## src/rtl/ervp_axi_region_remapper_pkg.sv

```systemverilog
// Shared widths, APB register map and region configuration type for the
// AXI region remapper.
package ervp_axi_region_remapper_pkg;
    localparam int BW_AXI_ALEN   = 4;
    localparam int BW_AXI_ASIZE  = 3;
    localparam int BW_AXI_ABURST = 2;
    localparam int BW_AXI_BRESP  = 2;
    localparam int BW_AXI_RRESP  = 2;

    localparam int         REG_STRIDE    = 16;
    localparam logic [3:0] OFF_BASE      = 4'h0;
    localparam logic [3:0] OFF_MASK      = 4'h4;
    localparam logic [3:0] OFF_TARGET    = 4'h8;
    localparam logic [3:0] OFF_CTRL      = 4'hC;
    localparam logic [8:0] OFF_BLOCK_CNT = 9'h100;

    localparam int CTRL_EN    = 0;
    localparam int CTRL_WPROT = 1;

    typedef struct packed {
        logic [31:0] base;
        logic [31:0] mask;
        logic [31:0] target;
        logic        en;
        logic        wprot;
    } region_cfg_t;
endpackage

```

## src/rtl/ervp_axi_region_remapper_if.sv

```systemverilog
// AXI3 (with WID) five-channel bundle. valid/ready: a beat transfers on any
// rising clk edge where both are high; the source holds payload stable until then.
interface ervp_axi_region_remapper_if
    import ervp_axi_region_remapper_pkg::*;
#(
    parameter int BW_ADDR    = 32,
    parameter int BW_DATA    = 32,
    parameter int BW_AXI_TID = 1
);
    logic [BW_AXI_TID-1:0]    awid;
    logic [BW_ADDR-1:0]       awaddr;
    logic [BW_AXI_ALEN-1:0]   awlen;
    logic [BW_AXI_ASIZE-1:0]  awsize;
    logic [BW_AXI_ABURST-1:0] awburst;
    logic                     awvalid;
    logic                     awready;
    logic [BW_AXI_TID-1:0]    wid;
    logic [BW_DATA-1:0]       wdata;
    logic [BW_DATA/8-1:0]     wstrb;
    logic                     wlast;
    logic                     wvalid;
    logic                     wready;
    logic [BW_AXI_TID-1:0]    bid;
    logic [BW_AXI_BRESP-1:0]  bresp;
    logic                     bvalid;
    logic                     bready;
    logic [BW_AXI_TID-1:0]    arid;
    logic [BW_ADDR-1:0]       araddr;
    logic [BW_AXI_ALEN-1:0]   arlen;
    logic [BW_AXI_ASIZE-1:0]  arsize;
    logic [BW_AXI_ABURST-1:0] arburst;
    logic                     arvalid;
    logic                     arready;
    logic [BW_AXI_TID-1:0]    rid;
    logic [BW_DATA-1:0]       rdata;
    logic [BW_AXI_RRESP-1:0]  rresp;
    logic                     rlast;
    logic                     rvalid;
    logic                     rready;

    modport master (
        output awid, awaddr, awlen, awsize, awburst, awvalid, input awready,
        output wid, wdata, wstrb, wlast, wvalid, input wready,
        input bid, bresp, bvalid, output bready,
        output arid, araddr, arlen, arsize, arburst, arvalid, input arready,
        input rid, rdata, rresp, rlast, rvalid, output rready
    );
    modport slave (
        input awid, awaddr, awlen, awsize, awburst, awvalid, output awready,
        input wid, wdata, wstrb, wlast, wvalid, output wready,
        output bid, bresp, bvalid, input bready,
        input arid, araddr, arlen, arsize, arburst, arvalid, output arready,
        output rid, rdata, rresp, rlast, rvalid, input rready
    );
endinterface

```

## src/rtl/ervp_region_remap_lookup.sv

```systemverilog
// Combinational window match: the lowest enabled matching region supplies the
// target bits above its mask; no match leaves the address untouched.
module ervp_region_remap_lookup
    import ervp_axi_region_remapper_pkg::*;
#(
    parameter int BW_ADDR    = 32,
    parameter int NUM_REGION = 8
) (
    input  region_cfg_t        cfg [NUM_REGION],
    input  logic [BW_ADDR-1:0] addr,
    output logic [BW_ADDR-1:0] remap_addr,
    output logic               hit,
    output logic               wprot
);
    logic [BW_ADDR-1:0] mask;

    // Walk from the top down so the lowest index is the last to assign.
    always_comb begin
        remap_addr = addr;
        hit        = 1'b0;
        wprot      = 1'b0;
        mask       = '0;
        for (int i = NUM_REGION - 1; i >= 0; i--) begin
            mask = BW_ADDR'(cfg[i].mask);
            if (cfg[i].en && ((addr & ~mask) == (BW_ADDR'(cfg[i].base) & ~mask))) begin
                hit        = 1'b1;
                wprot      = cfg[i].wprot;
                remap_addr = (BW_ADDR'(cfg[i].target) & ~mask) | (addr & mask);
            end
        end
    end
endmodule

```

## src/rtl/ervp_sync_fifo.sv

```systemverilog
// Small synchronous FIFO with an extra wrap bit on each pointer; depth is a power of 2.
module ervp_sync_fifo #(
    parameter int BW_DATA = 1,
    parameter int DEPTH   = 4
) (
    input  logic               clk,
    input  logic               rstnn,
    input  logic               push,
    input  logic [BW_DATA-1:0] push_data,
    output logic               full,
    input  logic               pop,
    output logic [BW_DATA-1:0] pop_data,
    output logic               empty
);
    localparam int BW_PTR = $clog2(DEPTH);

    logic [BW_DATA-1:0] mem [DEPTH];
    logic [BW_PTR:0]    wptr;
    logic [BW_PTR:0]    rptr;

    assign empty    = (wptr == rptr);
    assign full     = (wptr[BW_PTR] != rptr[BW_PTR]) && (wptr[BW_PTR-1:0] == rptr[BW_PTR-1:0]);
    assign pop_data = mem[rptr[BW_PTR-1:0]];

    always_ff @(posedge clk or negedge rstnn) begin
        if (!rstnn) begin
            wptr <= '0;
            rptr <= '0;
        end else begin
            if (push && !full) wptr <= wptr + 1'b1;
            if (pop && !empty) rptr <= rptr + 1'b1;
        end
    end

    always_ff @(posedge clk) begin
        if (push && !full) mem[wptr[BW_PTR-1:0]] <= push_data;
    end
endmodule

```

## src/rtl/ervp_axi_region_remapper.sv

```systemverilog
// AXI address remapping shim: APB-programmed windows redirect AR/AW addresses
// through 1-cycle slices; write-protected bursts have their strobes zeroed.
module ervp_axi_region_remapper
    import ervp_axi_region_remapper_pkg::*;
#(
    parameter int BW_ADDR        = 32,
    parameter int BW_DATA        = 32,
    parameter int BW_AXI_TID     = 1,
    parameter int NUM_REGION     = 8,
    parameter int WR_OUTSTANDING = 4
) (
    input  logic                clk,
    input  logic                rstnn,
    ervp_axi_region_remapper_if.slave  rx,
    ervp_axi_region_remapper_if.master sx,
    input  logic [BW_ADDR-1:0]  rpaddr,
    input  logic                rpwrite,
    input  logic                rpsel,
    input  logic                rpenable,
    input  logic [31:0]         rpwdata,
    output logic [31:0]         rprdata,
    output logic                rpready,
    output logic                rpslverr
);
    region_cfg_t cfg [NUM_REGION];
    logic [31:0] block_cnt;

    logic [8:0]  offset;
    logic        is_region, is_cnt, reg_wr;
    logic [31:0] rd_data;

    assign offset    = rpaddr[8:0];
    assign is_region = (offset[1:0] == 2'b00) && (int'(offset) < NUM_REGION * REG_STRIDE);
    assign is_cnt    = (offset == OFF_BLOCK_CNT);
    assign reg_wr    = rpsel && rpenable && rpwrite;
    assign rpready   = 1'b1;
    assign rpslverr  = rpsel && rpenable && !(is_region || is_cnt);

    always_comb begin
        rd_data = '0;
        if (is_cnt) rd_data = block_cnt;
        for (int i = 0; i < NUM_REGION; i++) begin
            if (is_region && offset[7:4] == 4'(i)) begin
                case (offset[3:0])
                    OFF_BASE:   rd_data = cfg[i].base;
                    OFF_MASK:   rd_data = cfg[i].mask;
                    OFF_TARGET: rd_data = cfg[i].target;
                    OFF_CTRL: begin
                        rd_data[CTRL_EN]    = cfg[i].en;
                        rd_data[CTRL_WPROT] = cfg[i].wprot;
                    end
                    default: ;
                endcase
            end
        end
    end

    // Read data is latched in the setup phase so it is stable through the access phase.
    always_ff @(posedge clk or negedge rstnn) begin
        if (!rstnn) begin
            rprdata <= '0;
        end else if (rpsel && !rpenable && !rpwrite) begin
            rprdata <= rd_data;
        end
    end

    always_ff @(posedge clk or negedge rstnn) begin
        if (!rstnn) begin
            for (int i = 0; i < NUM_REGION; i++) cfg[i] <= '0;
        end else if (reg_wr && is_region) begin
            for (int i = 0; i < NUM_REGION; i++) begin
                if (offset[7:4] == 4'(i)) begin
                    case (offset[3:0])
                        OFF_BASE:   cfg[i].base   <= rpwdata;
                        OFF_MASK:   cfg[i].mask   <= rpwdata;
                        OFF_TARGET: cfg[i].target <= rpwdata;
                        OFF_CTRL: begin
                            cfg[i].en    <= rpwdata[CTRL_EN];
                            cfg[i].wprot <= rpwdata[CTRL_WPROT];
                        end
                        default: ;
                    endcase
                end
            end
        end
    end

    logic [BW_ADDR-1:0] ar_remap, aw_remap;
    logic               ar_hit, ar_wprot, aw_hit, aw_wprot;

    ervp_region_remap_lookup #(.BW_ADDR(BW_ADDR), .NUM_REGION(NUM_REGION)) u_ar_lookup (
        .cfg(cfg), .addr(rx.araddr), .remap_addr(ar_remap), .hit(ar_hit), .wprot(ar_wprot)
    );
    ervp_region_remap_lookup #(.BW_ADDR(BW_ADDR), .NUM_REGION(NUM_REGION)) u_aw_lookup (
        .cfg(cfg), .addr(rx.awaddr), .remap_addr(aw_remap), .hit(aw_hit), .wprot(aw_wprot)
    );

    logic ar_v, ar_acc, aw_v, aw_acc;
    logic fifo_full, fifo_empty, head_flag, w_pop;

    assign rx.arready = !ar_v || sx.arready;
    assign ar_acc     = rx.arvalid && rx.arready;
    assign sx.arvalid = ar_v;

    always_ff @(posedge clk or negedge rstnn) begin
        if (!rstnn) begin
            ar_v <= 1'b0;
            {sx.arid, sx.araddr, sx.arlen, sx.arsize, sx.arburst} <= '0;
        end else if (ar_acc) begin
            ar_v <= 1'b1;
            {sx.arid, sx.araddr, sx.arlen, sx.arsize, sx.arburst} <=
                {rx.arid, ar_remap, rx.arlen, rx.arsize, rx.arburst};
        end else if (sx.arready) begin
            ar_v <= 1'b0;
        end
    end

    // AW also waits for a free flag slot so every accepted burst owns its W-strobe decision.
    assign rx.awready = (!aw_v || sx.awready) && !fifo_full;
    assign aw_acc     = rx.awvalid && rx.awready;
    assign sx.awvalid = aw_v;

    always_ff @(posedge clk or negedge rstnn) begin
        if (!rstnn) begin
            aw_v <= 1'b0;
            {sx.awid, sx.awaddr, sx.awlen, sx.awsize, sx.awburst} <= '0;
        end else if (aw_acc) begin
            aw_v <= 1'b1;
            {sx.awid, sx.awaddr, sx.awlen, sx.awsize, sx.awburst} <=
                {rx.awid, aw_remap, rx.awlen, rx.awsize, rx.awburst};
        end else if (sx.awready) begin
            aw_v <= 1'b0;
        end
    end

    ervp_sync_fifo #(.BW_DATA(1), .DEPTH(WR_OUTSTANDING)) u_flag_fifo (
        .clk(clk), .rstnn(rstnn),
        .push(aw_acc), .push_data(aw_wprot), .full(fifo_full),
        .pop(w_pop), .pop_data(head_flag), .empty(fifo_empty)
    );

    assign sx.wvalid = rx.wvalid && !fifo_empty;
    assign rx.wready = sx.wready && !fifo_empty;
    assign sx.wid    = rx.wid;
    assign sx.wdata  = rx.wdata;
    assign sx.wlast  = rx.wlast;
    assign sx.wstrb  = head_flag ? '0 : rx.wstrb;
    assign w_pop     = rx.wvalid && rx.wready && rx.wlast;

    // An APB clear in the same cycle as a blocked-burst pop takes precedence.
    always_ff @(posedge clk or negedge rstnn) begin
        if (!rstnn) begin
            block_cnt <= '0;
        end else if (reg_wr && is_cnt) begin
            block_cnt <= '0;
        end else if (w_pop && head_flag && block_cnt != '1) begin
            block_cnt <= block_cnt + 32'd1;
        end
    end

    assign rx.bid    = sx.bid;
    assign rx.bresp  = sx.bresp;
    assign rx.bvalid = sx.bvalid;
    assign sx.bready = rx.bready;
    assign rx.rid    = sx.rid;
    assign rx.rdata  = sx.rdata;
    assign rx.rresp  = sx.rresp;
    assign rx.rlast  = sx.rlast;
    assign rx.rvalid = sx.rvalid;
    assign sx.rready = rx.rready;

    logic unused_bits;
    assign unused_bits = &{1'b0, ar_hit, ar_wprot, aw_hit, rpaddr};
endmodule

```

## src/flat_wrapper.sv

```systemverilog
// flat-port wrapper written by rule: the top's interface ports become plain ports
module ervp_axi_region_remapper_flat import ervp_axi_region_remapper_pkg::*;
#(
    parameter int BW_ADDR        = 32,
    parameter int BW_DATA        = 32,
    parameter int BW_AXI_TID     = 1,
    parameter int NUM_REGION     = 8,
    parameter int WR_OUTSTANDING = 4
)
  (clk, rstnn, rpaddr, rpwrite, rpsel, rpenable, rpwdata, rprdata, rpready, rpslverr, rx_awid, rx_awaddr, rx_awlen, rx_awsize, rx_awburst, rx_awvalid, rx_awready, rx_wid, rx_wdata, rx_wstrb, rx_wlast, rx_wvalid, rx_wready, rx_bid, rx_bresp, rx_bvalid, rx_bready, rx_arid, rx_araddr, rx_arlen, rx_arsize, rx_arburst, rx_arvalid, rx_arready, rx_rid, rx_rdata, rx_rresp, rx_rlast, rx_rvalid, rx_rready, sx_awid, sx_awaddr, sx_awlen, sx_awsize, sx_awburst, sx_awvalid, sx_awready, sx_wid, sx_wdata, sx_wstrb, sx_wlast, sx_wvalid, sx_wready, sx_bid, sx_bresp, sx_bvalid, sx_bready, sx_arid, sx_araddr, sx_arlen, sx_arsize, sx_arburst, sx_arvalid, sx_arready, sx_rid, sx_rdata, sx_rresp, sx_rlast, sx_rvalid, sx_rready);
  ervp_axi_region_remapper_if #(.BW_ADDR(BW_ADDR), .BW_DATA(BW_DATA), .BW_AXI_TID(BW_AXI_TID)) rx_i ();
  ervp_axi_region_remapper_if #(.BW_ADDR(BW_ADDR), .BW_DATA(BW_DATA), .BW_AXI_TID(BW_AXI_TID)) sx_i ();
  input  logic clk;
  input  logic rstnn;
  input  logic [BW_ADDR-1:0] rpaddr;
  input  logic rpwrite;
  input  logic rpsel;
  input  logic rpenable;
  input  logic [31:0] rpwdata;
  output logic [31:0] rprdata;
  output logic rpready;
  output logic rpslverr;
  input wire logic [$bits(rx_i.awid)-1:0] rx_awid;
  input wire logic [$bits(rx_i.awaddr)-1:0] rx_awaddr;
  input wire logic [$bits(rx_i.awlen)-1:0] rx_awlen;
  input wire logic [$bits(rx_i.awsize)-1:0] rx_awsize;
  input wire logic [$bits(rx_i.awburst)-1:0] rx_awburst;
  input wire logic [$bits(rx_i.awvalid)-1:0] rx_awvalid;
  output wire logic [$bits(rx_i.awready)-1:0] rx_awready;
  input wire logic [$bits(rx_i.wid)-1:0] rx_wid;
  input wire logic [$bits(rx_i.wdata)-1:0] rx_wdata;
  input wire logic [$bits(rx_i.wstrb)-1:0] rx_wstrb;
  input wire logic [$bits(rx_i.wlast)-1:0] rx_wlast;
  input wire logic [$bits(rx_i.wvalid)-1:0] rx_wvalid;
  output wire logic [$bits(rx_i.wready)-1:0] rx_wready;
  output wire logic [$bits(rx_i.bid)-1:0] rx_bid;
  output wire logic [$bits(rx_i.bresp)-1:0] rx_bresp;
  output wire logic [$bits(rx_i.bvalid)-1:0] rx_bvalid;
  input wire logic [$bits(rx_i.bready)-1:0] rx_bready;
  input wire logic [$bits(rx_i.arid)-1:0] rx_arid;
  input wire logic [$bits(rx_i.araddr)-1:0] rx_araddr;
  input wire logic [$bits(rx_i.arlen)-1:0] rx_arlen;
  input wire logic [$bits(rx_i.arsize)-1:0] rx_arsize;
  input wire logic [$bits(rx_i.arburst)-1:0] rx_arburst;
  input wire logic [$bits(rx_i.arvalid)-1:0] rx_arvalid;
  output wire logic [$bits(rx_i.arready)-1:0] rx_arready;
  output wire logic [$bits(rx_i.rid)-1:0] rx_rid;
  output wire logic [$bits(rx_i.rdata)-1:0] rx_rdata;
  output wire logic [$bits(rx_i.rresp)-1:0] rx_rresp;
  output wire logic [$bits(rx_i.rlast)-1:0] rx_rlast;
  output wire logic [$bits(rx_i.rvalid)-1:0] rx_rvalid;
  input wire logic [$bits(rx_i.rready)-1:0] rx_rready;
  output wire logic [$bits(sx_i.awid)-1:0] sx_awid;
  output wire logic [$bits(sx_i.awaddr)-1:0] sx_awaddr;
  output wire logic [$bits(sx_i.awlen)-1:0] sx_awlen;
  output wire logic [$bits(sx_i.awsize)-1:0] sx_awsize;
  output wire logic [$bits(sx_i.awburst)-1:0] sx_awburst;
  output wire logic [$bits(sx_i.awvalid)-1:0] sx_awvalid;
  input wire logic [$bits(sx_i.awready)-1:0] sx_awready;
  output wire logic [$bits(sx_i.wid)-1:0] sx_wid;
  output wire logic [$bits(sx_i.wdata)-1:0] sx_wdata;
  output wire logic [$bits(sx_i.wstrb)-1:0] sx_wstrb;
  output wire logic [$bits(sx_i.wlast)-1:0] sx_wlast;
  output wire logic [$bits(sx_i.wvalid)-1:0] sx_wvalid;
  input wire logic [$bits(sx_i.wready)-1:0] sx_wready;
  input wire logic [$bits(sx_i.bid)-1:0] sx_bid;
  input wire logic [$bits(sx_i.bresp)-1:0] sx_bresp;
  input wire logic [$bits(sx_i.bvalid)-1:0] sx_bvalid;
  output wire logic [$bits(sx_i.bready)-1:0] sx_bready;
  output wire logic [$bits(sx_i.arid)-1:0] sx_arid;
  output wire logic [$bits(sx_i.araddr)-1:0] sx_araddr;
  output wire logic [$bits(sx_i.arlen)-1:0] sx_arlen;
  output wire logic [$bits(sx_i.arsize)-1:0] sx_arsize;
  output wire logic [$bits(sx_i.arburst)-1:0] sx_arburst;
  output wire logic [$bits(sx_i.arvalid)-1:0] sx_arvalid;
  input wire logic [$bits(sx_i.arready)-1:0] sx_arready;
  input wire logic [$bits(sx_i.rid)-1:0] sx_rid;
  input wire logic [$bits(sx_i.rdata)-1:0] sx_rdata;
  input wire logic [$bits(sx_i.rresp)-1:0] sx_rresp;
  input wire logic [$bits(sx_i.rlast)-1:0] sx_rlast;
  input wire logic [$bits(sx_i.rvalid)-1:0] sx_rvalid;
  output wire logic [$bits(sx_i.rready)-1:0] sx_rready;
  assign rx_i.awid = rx_awid;
  assign rx_i.awaddr = rx_awaddr;
  assign rx_i.awlen = rx_awlen;
  assign rx_i.awsize = rx_awsize;
  assign rx_i.awburst = rx_awburst;
  assign rx_i.awvalid = rx_awvalid;
  assign rx_awready = rx_i.awready;
  assign rx_i.wid = rx_wid;
  assign rx_i.wdata = rx_wdata;
  assign rx_i.wstrb = rx_wstrb;
  assign rx_i.wlast = rx_wlast;
  assign rx_i.wvalid = rx_wvalid;
  assign rx_wready = rx_i.wready;
  assign rx_bid = rx_i.bid;
  assign rx_bresp = rx_i.bresp;
  assign rx_bvalid = rx_i.bvalid;
  assign rx_i.bready = rx_bready;
  assign rx_i.arid = rx_arid;
  assign rx_i.araddr = rx_araddr;
  assign rx_i.arlen = rx_arlen;
  assign rx_i.arsize = rx_arsize;
  assign rx_i.arburst = rx_arburst;
  assign rx_i.arvalid = rx_arvalid;
  assign rx_arready = rx_i.arready;
  assign rx_rid = rx_i.rid;
  assign rx_rdata = rx_i.rdata;
  assign rx_rresp = rx_i.rresp;
  assign rx_rlast = rx_i.rlast;
  assign rx_rvalid = rx_i.rvalid;
  assign rx_i.rready = rx_rready;
  assign sx_awid = sx_i.awid;
  assign sx_awaddr = sx_i.awaddr;
  assign sx_awlen = sx_i.awlen;
  assign sx_awsize = sx_i.awsize;
  assign sx_awburst = sx_i.awburst;
  assign sx_awvalid = sx_i.awvalid;
  assign sx_i.awready = sx_awready;
  assign sx_wid = sx_i.wid;
  assign sx_wdata = sx_i.wdata;
  assign sx_wstrb = sx_i.wstrb;
  assign sx_wlast = sx_i.wlast;
  assign sx_wvalid = sx_i.wvalid;
  assign sx_i.wready = sx_wready;
  assign sx_i.bid = sx_bid;
  assign sx_i.bresp = sx_bresp;
  assign sx_i.bvalid = sx_bvalid;
  assign sx_bready = sx_i.bready;
  assign sx_arid = sx_i.arid;
  assign sx_araddr = sx_i.araddr;
  assign sx_arlen = sx_i.arlen;
  assign sx_arsize = sx_i.arsize;
  assign sx_arburst = sx_i.arburst;
  assign sx_arvalid = sx_i.arvalid;
  assign sx_i.arready = sx_arready;
  assign sx_i.rid = sx_rid;
  assign sx_i.rdata = sx_rdata;
  assign sx_i.rresp = sx_rresp;
  assign sx_i.rlast = sx_rlast;
  assign sx_i.rvalid = sx_rvalid;
  assign sx_rready = sx_i.rready;
  ervp_axi_region_remapper #(.BW_ADDR(BW_ADDR), .BW_DATA(BW_DATA), .BW_AXI_TID(BW_AXI_TID), .NUM_REGION(NUM_REGION), .WR_OUTSTANDING(WR_OUTSTANDING)) u_core (.clk(clk), .rstnn(rstnn), .rx(rx_i), .sx(sx_i), .rpaddr(rpaddr), .rpwrite(rpwrite), .rpsel(rpsel), .rpenable(rpenable), .rpwdata(rpwdata), .rprdata(rprdata), .rpready(rpready), .rpslverr(rpslverr));
endmodule
```

## config.mk

```make
export PLATFORM = sky130hd
export DESIGN_NAME = ervp_axi_region_remapper_flat
export DESIGN_NICKNAME = d
export VERILOG_FILES = /design/src/rtl/ervp_axi_region_remapper_pkg.sv /design/src/rtl/ervp_axi_region_remapper_if.sv /design/src/rtl/ervp_region_remap_lookup.sv /design/src/rtl/ervp_sync_fifo.sv /design/src/rtl/ervp_axi_region_remapper.sv /design/src/flat_wrapper.sv
export SDC_FILE = /design/constraint.sdc
export NUM_CORES = 2
export LEC_CHECK = 0
export BUFFER_PORTS_ARGS = -buffer_cell sky130_fd_sc_hd__buf_4
export CORE_MARGIN = 10
export CORE_UTILIZATION = 30
export DETAILED_ROUTE_END_ITERATION = 7
export GPL_TIMING_DRIVEN = 0
export PLACE_DENSITY_LB_ADDON = 0.12
export SYNTH_ARGS = -nofsm -noshare
export SYNTH_HDL_FRONTEND = slang
export SYNTH_SLANG_ARGS = --single-unit
```

## constraint.sdc

```tcl
create_clock -name clk -period 8.4 [get_ports clk]
set_clock_uncertainty 0.05 [all_clocks]
set_input_delay 0.84 -clock clk [delete_from_list [all_inputs] [get_ports clk]]
set_output_delay 0.84 -clock clk [all_outputs]
set_load 0.02 [all_outputs]
```

==> flow_summary_export.csv <==
group,metric,value,unit
synthesis,synthesis.instances,6557,
cells_and_area,post-route-util,35.5,%
pwr,p_clk_share,44.0,%
timing,final_hold_viol_count,0,
worst_setup_path,crit_fanout,10,
drt,drt_iter0_drc,11700,
clock_tree,cts.repair.resized,0,
drt,vias,66400,
synthesis,yosysUniqueCellTypes,80,
pwr,sequential_power_share,36.9,%
min_path,timing.hold.worst_endpoint,"u_core.sx.awlen[1]",
synthesis,synth_sequential_area_ratio,37.9,%
floorplan,fp.dieArea,227000,sq um
synthesis,dominant_combinational_cell_family_by_area_after_synthesis,"compound AO/OA/AOI/OAI gates",
worst_setup_path,cp.arrival,8.93,ns
worst_setup_path,worstSetupPathType,"in -> reg",
synthesis,synth_top_cell_area_share,37.7,%
timing,setup_viol,0,
floorplan,core_area,207000,sq um
synthesis,ys.flop_type,"sky130_fd_sc_hd__dfrtp_1",
global_route,gr-usage-all-layers,44.3,%
timing,grt_setup_unrepaired,"no",
clock_tree,cts_tree,"done",
synthesis,asyncSetResetFlopFracSynth,99.6,%
pwr,worst_ir_drop_vdd,0.000239,V
synthesis,synth_xor_xnor_area_share,4.32,%
clock_tree,post-cts-setup-buffers,0,
drt,drt_drc_violations_left,19,
floorplan,floorplan.io_pins,445,
timing,fin_ws,0.135,ns
floorplan,initial_core_util,30.1,%
drt,final_antenna_net_count,0,
worst_setup_path,r2r-end,"u_core.sx.awaddr[17]",
min_path,hp-class,"in -> reg",
synthesis,ys_warn_count,0,
global_route,grt_max_degree,148,
synthesis,netlist_top_cells_count,"sky130_fd_sc_hd__dfrtp_1, sky130_fd_sc_hd__mux2_2, sky130_fd_sc_hd__clkbuf_1, sky130_fd_sc_hd__a21oi_1, sky130_fd_sc_hd__nor3b_1",
clock_tree,cts-buffers-inserted,130,
synthesis,synth_edf_count,4,
min_path,hold_depth,3,
worst_setup_path,critical_path_startpoint_category,"primary input",
min_path,worstHoldStart,"rx_awlen[1]",
placed_design,gp_routability_congestion,1.09,
synthesis,yosysMostFrequentCell,"sky130_fd_sc_hd__dfrtp_1",
cells_and_area,drive_gt1_share,23.2,%
placed_design,io_buffer_count,302,
worst_setup_path,r2r_cells,10,
pwr,net-switching-power,4.72,mW
synthesis,ys_seq_elements,944,
placed_design,hpwlAfterDp,428000,um
drt,firstDrtPassIters,8,
clock_tree,post_cts_hold_buffer_count,1,
pwr,switching_share,34.9,%
clock_tree,cts-root-to-sink-buffers,3,
worst_setup_path,r2r-start,"u_core.cfg[137]",
placed_design,post-place-ws,-0.0348,ns
global_route,grt_first_pass_wirelength,666000,um
drt,routed_wire_length_per_instance,53.1,um
status,failing_checks,"design-rule violations, max-capacitance violations, max-slew violations",
clock_tree,clk_pin_slew_worst_paths,0.06,ns
worst_setup_path,critical_path_required,9.06,ns
synthesis,mean_post_synth_cell_area,9.52,sq um
synthesis,synth_nets,6803,
synthesis,synth_simple_gate_area_share,17.4,%
pwr,power.density_cell_area,184,nW/um^2
worst_setup_path,timing.critical_path.to_type,"register",
floorplan,die_span_x,476,um
clock_tree,cts_htree_levels,4,
timing,slew_headroom,-14.3,%
timing,max_clock_freq,121,MHz
synthesis,fraction_of_synthesized_area_in_multiplexers,16.8,%
pwr,combinationalPowerShare,19.1,%
floorplan,num_rows,167,
clock_tree,clock_insertion_delay_worst_skew,0.86,ns
floorplan,die-height,476,um
clock_tree,clock-root-buffer,"sky130_fd_sc_hd__clkbuf_16",
global_route,grt_pass1_vias,62600,
global_route,antenna_found_initial,63,
drt,wl,528000,um
worst_setup_path,ff2ff_setup_slack,1.52,ns
flow_run,maxCapViolCount,34,
global_route,grt-ovfl-total,0,
drt,post_drt_via_cell_ratio,6.68,
timing,fin_crit,8.26,ns
cells_and_area,final_net_count,7274,
synthesis,post_synth_instance_area,62400,sq um
cells_and_area,area_growth,17.7,%
timing,finalMaxSlewViolations,237,
pwr,cellLeakagePower,29.9,nW
synthesis,synth_top_cell_by_area,"sky130_fd_sc_hd__dfrtp_1",
synthesis,ys_top_cells_by_area,"sky130_fd_sc_hd__dfrtp_1, sky130_fd_sc_hd__mux2_2, sky130_fd_sc_hd__nor3b_1",
timing,post-route-period-util,98.4,%
status,outcome,"finished with violations",
pwr,power_report.internal_total,8.79,mW
synthesis,synth_compound_area_share,17.7,%
synthesis,yosys.area_share.adder,0.120,%
timing,worst_pin_slew,1.71,ns
clock_tree,clkSinkCount,944,
per-layer routing:
metal | vias up | GRT usage (%) | share of wire [%]
met5 | - | 0 | 0.067
met4 | 22 | 37.6 | 11
met3 | 1489 | 15.9 | 11
met2 | 5317 | 65.0 | 42
met1 | 34000 | 51.2 | 36
li1 | 25600 | - | -
worst max-delay path by stage:
stage                             start                    endpoint  slack, ns  depth (start not counted)
after floorplan           rx_araddr[14]         u_core.sx.araddr[0]       4.59                         11
after global placement            rstnn  u_core.u_flag_fifo.wptr[1]      -6.28                          1
after detailed placement      rpaddr[2]             u_core.cfg[740]      -0.03                          9
after CTS                     rpaddr[2]             u_core.cfg[741]       0.83                          9
after global routing          rpaddr[2]           u_core.rprdata[1]       0.67                         11
final                         rpaddr[2]             u_core.cfg[741]       0.14                          9
critical path: stages:
cell                       delay, ns
sky130_fd_sc_hd__clkbuf_1       0.97
sky130_fd_sc_hd__nor3b_2        0.90
sky130_fd_sc_hd__clkbuf_1       1.21
sky130_fd_sc_hd__clkbuf_1       1.06
sky130_fd_sc_hd__clkbuf_1       0.77
sky130_fd_sc_hd__nand2_1        0.71
sky130_fd_sc_hd__nor2_1         1.31
sky130_fd_sc_hd__buf_2          0.66
sky130_fd_sc_hd__mux2_2         0.39
cell type report:
class	count	area, sq um
Inverter	23	86.3
Clock buffer	178	3650
Clock inverter	58	774
Multi-Input combinational cell	4768	35200
Buffer	822	3620
Timing Repair Buffer	339	2910
Fill cell	21400	134000
Sequential cell	944	23600
Antenna cell	29	72.6
Tap cell	2788	3490
power groups by stage:
stage                     Combinational (mW)  Clock, mW  Sequential, mW
final                                   2.58       5.94            4.99
after global routing                    2.64       6.12            4.99
after CTS                               2.49       5.97            4.97
after detailed placement                2.48          0            5.05
after global placement                  2.45          0            5.05
after floorplan                        0.882          0            5.10
cells in the final DEF, fill, tap and decap left out, types with 57 or more instances in the layout:
cell type                   count
sky130_fd_sc_hd__a211oi_1      86
sky130_fd_sc_hd__a21oi_1      457
sky130_fd_sc_hd__a221oi_1      77
sky130_fd_sc_hd__a222oi_1     237
sky130_fd_sc_hd__buf_1         68
sky130_fd_sc_hd__buf_2         74
sky130_fd_sc_hd__buf_4        390
sky130_fd_sc_hd__clkbuf_1     567
sky130_fd_sc_hd__clkbuf_16    131
sky130_fd_sc_hd__dfrtp_1      940
sky130_fd_sc_hd__mux2_2       833
sky130_fd_sc_hd__mux2i_1       89
sky130_fd_sc_hd__nand2_1      356
sky130_fd_sc_hd__nand3_1       98
sky130_fd_sc_hd__nor2_1       309
sky130_fd_sc_hd__nor2b_1      175
sky130_fd_sc_hd__nor3_1        68
sky130_fd_sc_hd__nor3b_1      400
sky130_fd_sc_hd__nor4_1       165
sky130_fd_sc_hd__o211ai_1      66
sky130_fd_sc_hd__o21ai_0      193
sky130_fd_sc_hd__o22ai_1      156
sky130_fd_sc_hd__or3_1         65
sky130_fd_sc_hd__or4_1         57
sky130_fd_sc_hd__xnor2_1      281
through the flow:
stage           TNS, ns  std cells  hold WS (ns)  total power, mW  instance area (sq um)
2_1_floorplan         0       6557         0.412             5.98                  62400
3_3_place_gp   -5478.40       9647         0.415             7.50                  68200
3_5_place_dp     -0.297       9681         0.418             7.53                  68900
4_1_cts               0       9918        0.0839             13.4                  73300
5_1_grt               0       9924         0.134             13.7                  73400
6_report              0       9949         0.123             13.5                  73500
sequential cells by signal (all words and copies together) (netlist names), 2 cells and up:
name,count
u_core.cfg,784
u_core.u_flag_fifo.wptr,3
u_core.u_flag_fifo.rptr,3
u_core.sx.awaddr,32
u_core.sx.arburst,2
u_core.sx.awsize,3
u_core.rprdata,32
u_core.sx.awburst,2
u_core.sx.araddr,32
u_core.block_cnt,32
u_core.u_flag_fifo.mem,4
u_core.sx.arlen,4
u_core.sx.arsize,3
u_core.sx.awlen,4
logic make-up after synthesis:
kind of cell    count (synthesis)
compound gates               1612
xor+xnor                      306
flops                         944
simple gates                 1911
fa+ha+maj                       6
buf+inv                       845
other cells                     1
mux                           932
No activity file was read; power rests on OpenSTA's default activity.
